===== src/rtl/rr_priority_encoder.sv =====
// rr_priority_encoder: registered N-input priority encoder with a sticky
// pending vector and a valid/ready output. Fixed (highest index first) or
// round-robin arbitration can be selected at run time through rr_mode.
module rr_priority_encoder #(
  parameter int N     = 8,
  parameter int IDX_W = $clog2(N)
) (
  input  logic             clk,
  input  logic             rst_n,
  input  logic [N-1:0]     req,
  input  logic             rr_mode,
  output logic [IDX_W-1:0] out_idx,
  output logic             out_valid,
  input  logic             out_ready,
  output logic [N-1:0]     pending
);

  // Returns the highest set index of v, or 0 when v is empty.
  function automatic logic [IDX_W-1:0] msb_idx(input logic [N-1:0] v);
    logic [IDX_W-1:0] r;
    r = '0;
    for (int i = 0; i < N; i++) begin
      if (v[i]) r = IDX_W'(i);
    end
    return r;
  endfunction

  // (a + b) mod N, valid for non-power-of-two N as well.
  function automatic logic [IDX_W-1:0] wrap_add(input logic [IDX_W-1:0] a,
                                                 input logic [IDX_W-1:0] b);
    logic [IDX_W:0] s;
    s = {1'b0, a} + {1'b0, b};
    if (s >= (IDX_W+1)'(N)) s = s - (IDX_W+1)'(N);
    return s[IDX_W-1:0];
  endfunction

  logic [IDX_W-1:0] last;      // index of the most recent accept (RR base)
  logic             accept;
  logic             load;
  logic [N-1:0]     acc_mask;
  logic [N-1:0]     cand;
  logic [IDX_W-1:0] base;
  logic [N-1:0]     rot;
  logic [IDX_W-1:0] sel_fixed;
  logic [IDX_W-1:0] sel_rr;
  logic [IDX_W-1:0] sel;

  assign accept   = out_valid && out_ready;
  assign load     = !out_valid || accept;
  assign acc_mask = accept ? (N'(1) << out_idx) : '0;
  // Set wins: a request arriving in the cycle its own index is accepted
  // is OR-ed back in after the accepted bit is cleared.
  assign cand     = (pending & ~acc_mask) | req;
  assign base     = accept ? out_idx : last;

  // Rotate cand so that index base-1 lands on the top bit; a plain
  // highest-first encode then realises the descending search b-1, ..., b.
  // NOTE: every always_comb output gets a default before any conditional
  // logic so that no path leaves it unassigned and infers a latch.
  always_comb begin
    rot = '0;
    for (int k = 0; k < N; k++) begin
      rot[k] = cand[wrap_add(IDX_W'(k), base)];
    end
  end

  assign sel_fixed = msb_idx(cand);
  assign sel_rr    = wrap_add(msb_idx(rot), base);
  assign sel       = rr_mode ? sel_rr : sel_fixed;

  // Sticky pending vector: clear the accepted bit, then merge new requests.
  // NOTE: sequential state uses non-blocking assignments so every flop
  // samples pre-edge values, independent of block ordering.
  always_ff @(posedge clk or negedge rst_n) begin
    if (!rst_n) begin
      pending <= '0;
    end else begin
      pending <= cand;
    end
  end

  // Output register: reload only when empty or being accepted, else hold.
  always_ff @(posedge clk or negedge rst_n) begin
    if (!rst_n) begin
      out_idx   <= '0;
      out_valid <= 1'b0;
    end else if (load) begin
      if (|cand) begin
        out_idx   <= sel;
        out_valid <= 1'b1;
      end else begin
        out_valid <= 1'b0;
      end
    end
  end

  // Round-robin base tracks the last accepted index.
  always_ff @(posedge clk or negedge rst_n) begin
    if (!rst_n) begin
      last <= '0;
    end else if (accept) begin
      last <= out_idx;
    end
  end

endmodule


===== config.mk =====
export PLATFORM = sky130hd
export DESIGN_NAME = rr_priority_encoder
export DESIGN_NICKNAME = d
export VERILOG_FILES = /design/src/rtl/rr_priority_encoder.sv
export SDC_FILE = /design/constraint.sdc
export NUM_CORES = 1
export LEC_CHECK = 0
export ABC_AREA = 1
export CAP_MARGIN = 20
export CORE_MARGIN = 2
export CORE_UTILIZATION = 49
export DETAILED_ROUTE_END_ITERATION = 10
export DONT_BUFFER_PORTS = 1
export PLACE_DENSITY_LB_ADDON = 0.1
export SLEW_MARGIN = 20
export SYNTH_ARGS = -nofsm -noshare
export SYNTH_HDL_FRONTEND = slang
export SYNTH_SLANG_ARGS = --single-unit

===== constraint.sdc =====
create_clock -name clk -period 4.1 [get_ports clk]
set_input_delay 0.615 -clock clk [delete_from_list [all_inputs] [get_ports clk]]
set_output_delay 0.615 -clock clk [all_outputs]
set_load 0.01 [all_outputs]

**After elaboration in Yosys (flattened, before gate mapping)**

Cells that the tools add are included.
Widths: inputs -> output; s select.

- Register bits: 15
- Bits of input ports: 12
- Output and inout port bits: 12
- Logic and storage cells: 84

- Add/subtract/negate cells: 16
- Magnitude comparators: 15
- Shift-type cells: 1
- Mux-type cells: 40
- Bitwise gates (word level): 3
- Reductions and logical operators: 5

Operators with widths:

| cell | count |
|---|---|
| $mux 3 | 22 |
| $ge 4x4->1 const B | 8 |
| $lt 3x4->1 const B | 7 |
| $sub 3x1->3 const B | 8 |
| $bmux 1 s3 | 7 |
| $add 3x3->4 const A | 4 |
| $mux 1 | 10 |
| $add 2x3->4 const A | 2 |
| $and 8x8->8 | 1 |
| $mux 8 | 1 |
| $not 8->8 | 1 |
| $or 8x8->8 | 1 |
| $reduce_or 8->1 | 1 |
| $shl 1x3->8 const A | 1 |
| $add 1x3->4 const A | 1 |
| $add 3x3->4 | 1 |
| $reduce_and 2->1 | 1 |
| $logic_and 1x1->1 | 1 |
| $logic_not 1->1 | 1 |
| $logic_or 1x1->1 | 1 |

**Depth between registers and ports, before layout**

Gate-level depths: netlist (run 1).

- Depth after elaboration: 18
- Gate-level depth with buffers: 20
- Gate-level depth less buffers: 20

**Worst setup path before layout (run 1)**

OpenSTA, ideal clock, no wires.

- Kind: in2reg
- Start: input port out_ready
- End: register out_idx[2]
- Setup time: 0.125 ns
- Arrival time: 2.896 ns
- Required time: 3.975 ns
- Slack: 1.079 ns
- Cell stages on the path: 17
- Path buffers: 0
- Path through: nand2_4 -> nand2_1 -> o21ai_4 -> ha_1 -> inv_1 -> nand3_1 -> nand2_1 -> o21ai_0 -> a21oi_1 -> o21bai_1 -> nand2_1 -> ha_1 -> fa_1 -> xnor2_1 -> nand3_1 -> nand3_1 -> a21oi_2

- Word-level cells in the longest chain between the ends: 18
- Elaborated cells between the ends (all ways): 68
- Those cells by class: add/sub: 16; order compare: 8; mux: 37; bitwise: 3; reduce/logical: 4

Ends and longest elaborated chain:

| element | RTL line | text |
|---|---|---|
| from (decl) | 14 | `input logic out_ready,` |
| $logic_and 1x1->1 * | 48 | `assign accept = out_valid && out_ready;` |
| $mux 3 or $mux 8 (tied branches) | n/a |  |
| $add 1x3->4 or $not 8->8 (tied branches) | 32, 53 |  |
| $ge 4x4->1 (tied with other cells) | 33 | `if (s >= (IDX_W+1)'(N)) s = s - (IDX_W+1)'(N);` |
| $mux 3 or $or 8x8->8 (tied branches) | 33, 53 |  |
| $bmux 1 s3 | 63 | `rot[k] = cand[wrap_add(IDX_W'(k), base)];` |
| $mux 1 (not written as such) | 63 |  |
| $mux 1 | 23 | `if (v[i]) r = IDX_W'(i);` |
| $mux 3 (6 in a row) | 23 |  |
| $add 3x3->4 | 32 | `s = {1'b0, a} + {1'b0, b};` |
| $ge 4x4->1 or $sub 3x1->3 (tied branches) | 33 |  |
| $mux 3 | 33 |  |
| $mux 3 | 69 | `assign sel = rr_mode ? sel_rr : sel_fixed;` |
| to (signal assigned) | 89 | `out_idx <= sel;` |
| to (decl) | 12 | `output logic [IDX_W-1:0] out_idx,` |

Mark *: on every way between the ends. The rest lies on a longest branch, timed or not. The select of a mux whose other input is x is not followed.
A chain may end at the register's enable or synchronous reset.

**Final worst setup path (run 1)**

- Start: register out_valid
- End: register out_idx[2]

- Word-level cells in the longest chain between the ends: 18
- Elaborated cells between the ends (all ways): 69
- Those cells by class: add/sub: 16; order compare: 8; mux: 37; bitwise: 3; reduce/logical: 5

Ends and longest elaborated chain:

| element | RTL line | text |
|---|---|---|
| from (decl) | 13 | `output logic out_valid,` |
| from (signal assigned) | 86 | `out_valid <= 1'b0;` |
| from (signal assigned) | 90 | `out_valid <= 1'b1;` |
| from (signal assigned) | 92 | `out_valid <= 1'b0;` |
| $logic_and 1x1->1 | 48 |  |
| $mux 3 or $mux 8 (tied branches) | n/a |  |
| $add 1x3->4 or $not 8->8 (tied branches) | 32, 53 |  |
| $ge 4x4->1 (tied with other cells) | 33 |  |
| $mux 3 or $or 8x8->8 (tied branches) | 33, 53 |  |
| $bmux 1 s3 | 63 |  |
| $mux 1 (not written as such) | 63 |  |
| $mux 1 | 23 |  |
| $mux 3 (6 in a row) | 23 |  |
| $add 3x3->4 | 32 |  |
| $ge 4x4->1 or $sub 3x1->3 (tied branches) | 33 |  |
| $mux 3 | 33 |  |
| $mux 3 | 69 |  |

Several ways; a longest one is shown, not always the timed one. The select of a mux whose other input is x is not followed.

==> metrics, run 1 <==
status=finished clean; buffers inserted during post-CTS setup optimization=0; transition time at the pin with the least slew margin=667.0 ps; Logic pwr share=0.635; Lkg Pwr=0.0006730 µW; Worst Hold Slack=441.5 ps; PortBufs=0; antenna violations before repair=0; synthesis-stage register bit count=15; Pwr Density=667.4 mW/mm²; Async SR Flop Fraction=1.000; CTS tree=built; Clock Tree Buf Depth=2; full die area=0.003007 mm²; number of hold violations in the final report=0; area added between synthesis and finish=5.830%; per-instance average area after synthesis=6.771 µm²; DP Wirelength=2.585 mm; CP Launch Type=register; cell internal pwr=426.2 µW; predominant post-synthesis flop cell=dfrtp_1; type of the tightest min-delay check=in -> reg; Core Region=0.002455 mm²; highest net fanout along the worst path=9; Clock Tree Root=clkbuf_4; sequential-to-total area share from yosys stat=0.2964; starting density of the core=0.5158; cell area after technology mapping=0.001266 mm²; Total GRT Usage=0.2386; H-tree lvl count=1; number of design rule violations left after detail routing=0; total negative slack for setup checks=0 ps; most used cell, CP=nand2_1; maximum number of pins on one net before global-route repair=16; Post-Syn Nets=203; worst slew margin relative to its limit=0.5539; slowest cell delay on critical path=510 ps; Final setup violation count=0; count of final max-slew check failures=0; number of synthesized flops with an enable pin=0; reported max-cap violation count=0; post-synth top area cell=dfrtp_1; number of vias after detailed routing=1212; overall power=894.3 µW; period utilization=0.8016; antenna violation net count after detailed routing=0; post-placement cell area=0.001304 mm²; die height=54.84 µm; global placer's final weighted congestion=0.8759; worst setup skew after layout=0.9307 ps; horizontal extent of the die=54.84 µm; worst setup slack after placement=757.1 ps; Seq pwr share=0.267; drt wl/cell=13.96 µm; clock-pin slew on the worst setup and hold paths=90 ps; maximum frequency from static timing analysis=0.3043 GHz; IR Drop Worst-Case VDD=0.0004724 V; initial drt markers=48; Final Instance Area=0.001340 mm²; clock insertion delay at the later pin of the skew report=290 ps; clock network fraction of total power=0.098; number of warnings reported in the yosys synthesis log=0; first-pass iteration count of the detailed router=4; Ant. Diodes=0; crit path time final=3286 ps; fin nets=209; setup repair after global routing missed its margin=false; Synth top area share=0.2964; synth unique cells=23; worst setup slack after layout=813.6 ps; count of hold-fix buffers inserted at cts=0; Crit Path Category=reg -> reg; Psw=468.1 µW; data arrival time at the worst-slack endpoint=3510 ps; via density per instance=5.459; vias in the first global route=1106; Worst setup EP type=register; Boundary Pins=24; detailed-route wire length=3.100 mm; number of cell rows=18; fraction of layout cells with a size suffix above 1=0.1094; Cell Chain, Critical Path=nand2_4, nand2_1, o21ai_4, ha_1, inv_1, nand3_1, nand2_1, o21ai_0, a21oi_1, o21bai_1, nand2_1, ha_1, fa_1, xnor2_1, inv_1, nand2_1, nand3_1, a21oi_2; CP max-delay cell=dfrtp_1; clock sink count=15; CTS-repair resized insts=0; gate count of the mapped netlist=187; cell types with the largest area share after synthesis=dfrtp_1 (30%), nand2_1 (16%), nand3_1 (16%); clock buffers created by TritonCTS=3; share of total power consumed by net switching=0.5235; first-pass GRT wire length=5.064 mm; GRT Residual Overflow=0; required time of the critical path=4320 ps
-- path summary, 6_finish.rpt --
kind | start | to | slack, ps | depth (start not counted)
setup / recovery | out_valid | out_idx[2] | 810 | 18
hold / removal | req[3] | pending[3] | 440 | 2
setup reg to reg | out_valid | out_idx[2] | 810 | 18
hold reg to reg | last[2] | last[2] | 570 | 2
max in group asynchronous | rst_n | out_idx[2] | 2890 | 1
min in group asynchronous | rst_n | pending[5] | 790 | 1
-- power groups by stage --
stage	logic [µW]	clock network, µW	registers [µW]
3_5_place_dp	562	0	242
4_1_cts	567	85.9	239
5_1_grt	658	93.5	245
3_3_place_gp	547	0	241
2_1_floorplan	455	0	231
6_report	568	87.8	239
-- sequential cells by signal, summed over array words and instances, names as in the netlist --
name and count:
last 3, out_idx 3, out_valid 1, pending 8
-- final cells by class --
cell class / instances / area (µm²)
fill: 257 / 1115
multi-input combinational: 144 / 785.8
sequential: 15 / 375.4
inverter: 28 / 105.1
tap: 30 / 37.54
clock buffer: 4 / 26.28
timing repair buffer: 1 / 10.01
-- critical path, delay by kind of cell (launching register included) --
kind            cells  cell delay (ps)
simple gates        7              690
flops               1              510
xor+xnor            1              210
compound gates      5              700
fa+ha+maj           3              940
buf+inv             2              160
-- synth_stat cells, types with 2 or more instances --
cell type	count
a21oi_2	2
o21bai_1	2
nand3_1	40
nor2_2	5
xor2_1	2
o21ai_1	2
dfrtp_1	15
nand2_4	2
o211ai_1	2
o21ai_0	3
a21oi_1	4
nand2_1	55
o21ai_4	3
nand2_2	3
nor2_1	11
inv_1	27
ha_1	3
-- metrics by stage --
stage,utilization,instances
after floorplan,-,187
after global placement,0.5311,217
after detailed placement,0.5311,217
after CTS,0.5418,221
after global routing,0.5459,222
final,0.5459,222
-- routing by layer --
| metal | global-route usage | routed length (µm) | up-vias |
|---|---|---|---|
| met4 | 0.01250 | 6 | 0 |
| met1 | 0.3098 | 1376 | 551 |
| met3 | 0.06557 | 246 | 2 |
| li1 | - | - | 612 |
| met2 | 0.4107 | 1471 | 47 |
| met5 | 0 | 0 | - |
-- layout by cell type (no fill, tap or decap), drive strengths merged, types with 2 or more instances in the layout --
| cell | netlist | layout |
|---|---|---|
| dfrtp | 15 | 15 |
| o211ai | 2 | 2 |
| a21oi | 6 | 6 |
| clkbuf | 0 | 4 |
| xor2 | 2 | 2 |
| inv | 28 | 28 |
| o21ai | 8 | 8 |
| nand2 | 60 | 60 |
| o21bai | 2 | 2 |
| nand3 | 40 | 40 |
| ha | 3 | 3 |
| nor2 | 17 | 17 |
-- cell families (layout without fill, tap and decap cells) --
logic type,after synthesis,count (layout),share of synthesized area
xor+xnor,3,3,0.02075
compound gates,18,18,0.1117
buf+inv,28,33,0.08300
flops,15,15,0.2964
simple gates,119,119,0.4427
fa+ha+maj,4,4,0.04546
No activity file was read; power rests on OpenSTA's default activity.
==> run 2: changes to the inputs <==
==> constraint.sdc (replaced) <==
create_clock -name clk -period 2.9 [get_ports clk]
set_input_delay 0.435 -clock clk [delete_from_list [all_inputs] [get_ports clk]]
set_output_delay 0.435 -clock clk [all_outputs]
set_load 0.01 [all_outputs]
==> metrics, run 2 (synthesized netlist as in run 1, its figures left out) <==
first-pass iteration count of the detailed router=8; via density per instance=5.269; registers with the highest flip-flop counts=pending (8), last (3), out_idx (3); initial drt markers=35; type of the tightest min-delay check=in -> reg; antenna violations before repair=0; PortBufs=0; number of cell rows=18; starting density of the core=0.5158; Boundary Pins=24; maximum frequency from static timing analysis=0.3493 GHz; full die area=0.003007 mm²; global placer's final weighted congestion=0.8401; Final setup violation count=0; period utilization=0.9871; status=finished clean; GRT Residual Overflow=0; flip-flop count of the largest register, all copies and words added=8; clock insertion delay at the later pin of the skew report=300 ps; crit path time final=2863 ps; Ant. Diodes=0; die height=54.84 µm; fin nets=225; transition time at the pin with the least slew margin=696.9 ps; Clock Tree Buf Depth=2; vias in the first global route=1143; Top reg by flops=pending; clock sink count=15; number of hold violations in the final report=0; Total GRT Usage=0.2434; fraction of layout cells with a size suffix above 1=0.2933; setup repair after global routing missed its margin=true; worst setup skew after layout=15.85 ps; overall power=1509 µW; FF-to-FF setup slack=40 ps; Core Region=0.002455 mm²; first-pass GRT wire length=5.099 mm; most common library cell in the layout ignoring fill and taps=nand2_1; Worst setup EP type=register; worst slew margin relative to its limit=0.5339; clock-pin slew on the worst setup and hold paths=110 ps; reported max-cap violation count=0; highest net fanout along the worst path=8; H-tree lvl count=1; area added between synthesis and finish=25.40%; Clock Tree Root=clkbuf_4; clock buffers created by TritonCTS=3; data arrival time at the worst-slack endpoint=3080 ps; number of design rule violations left after detail routing=0; drt wl/cell=13.55 µm; IR Drop Worst-Case VDD=0.0006347 V; required time of the critical path=3120 ps; horizontal extent of the die=54.84 µm; Lkg Pwr=0.0007810 µW; CP Launch Type=register; total negative slack for setup checks=0 ps; Pwr Density=950.1 mW/mm²; Crit Path Category=reg -> reg; final core utilization=0.6468; Worst Hold Slack=251.7 ps; antenna violation net count after detailed routing=0; CTS tree=built; maximum number of pins on one net before global-route repair=16; count of final max-slew check failures=0; most frequent cells in the layout=nand2_1 (53), nand3_1 (34), inv_1 (26), dfrtp_1 (12), buf_4 (11); DP Wirelength=2.622 mm; number of vias after detailed routing=1254; detailed-route wire length=3.224 mm
[run 2: cell types whose count changed in the layout (fill, tap and decap cells not counted), sizes merged]
cell	change
clkinvlp	+1
buf	+16
clkbuf	-1
[run 2: where the power goes]
group / internal, µW / switching, µW / leakage [µW]
Combinational: 445 / 608 / 0.000619
Sequential: 261 / 68.1 / 0.000148
Clock: 52.5 / 74.5 / 0.0000139
Total: 758 / 750 / 0.000781
[run 2: metrics by stage]
stage / instance area, µm² / instances / worst slack [ps]
after floorplan: 1267 / 187 / 34.08
after global placement: 1403 / 230 / 29.58
after detailed placement: 1403 / 230 / -92.02
after CTS: 1456 / 236 / 0.8857
after global routing: 1588 / 238 / -135.5
final: 1588 / 238 / 37.43
[run 2: per-layer routing]
metal,GRT usage,vias up,routed length (µm)
li1,-,642,-
met1,0.3289,574,1396
met2,0.3929,30,1611
met3,0.04098,8,161
met4,0.07500,0,55
met5,0,-,0
[run 2: layout make-up]
class | instances | area, µm²
Inverter | 28 | 105.1
Clock inverter | 1 | 7.507
Clock buffer | 3 | 22.52
Tap cell | 30 | 37.54
Multi-Input combinational cell | 144 | 887.1
Timing Repair Buffer | 17 | 148.9
Fill cell | 220 | 867.1
Sequential cell | 15 | 379.1
[run 2: path summary, 6_finish.rpt]
| check | startpoint | endpoint | cells after the start |
|---|---|---|---|
| min in group asynchronous | rst_n | out_idx[1] | 1 |
| worst max register to register | out_valid | out_idx[2] | 20 |
| worst min-delay path | req[3] | pending[3] | 2 |
| worst min register to register | last[2] | last[2] | 2 |
| max in group asynchronous | rst_n | out_valid | 1 |
| worst max-delay path | out_valid | out_idx[2] | 20 |
[run 2: repair_timing]
item | 4_1_cts | 5_1_grt
endpoints found under the setup margin | 1 | 2
hold endpoints to repair | 15 | 0
hold buffers | 1 | 0
pin swaps | 4 | 9
buffers inserted | 1 | 2
resized for setup | 4 | 27
[run 2: critical path, stage by stage (launching register included)]
cell and delay, ps:
dfrtp_2 400, nand2_4 110, buf_6 140, o21ai_4 260, buf_6 160, nand3_1 100, nand3_1 100, nand2_2 70
nand2_1 50, nand2_1 50, nand2_1 60, a21oi_1 50, o21bai_1 120, nand2_1 80, ha_2 190, fa_2 370
xnor2_2 170, inv_1 50, nand2_1 70, nand3_2 60, a21oi_2 110
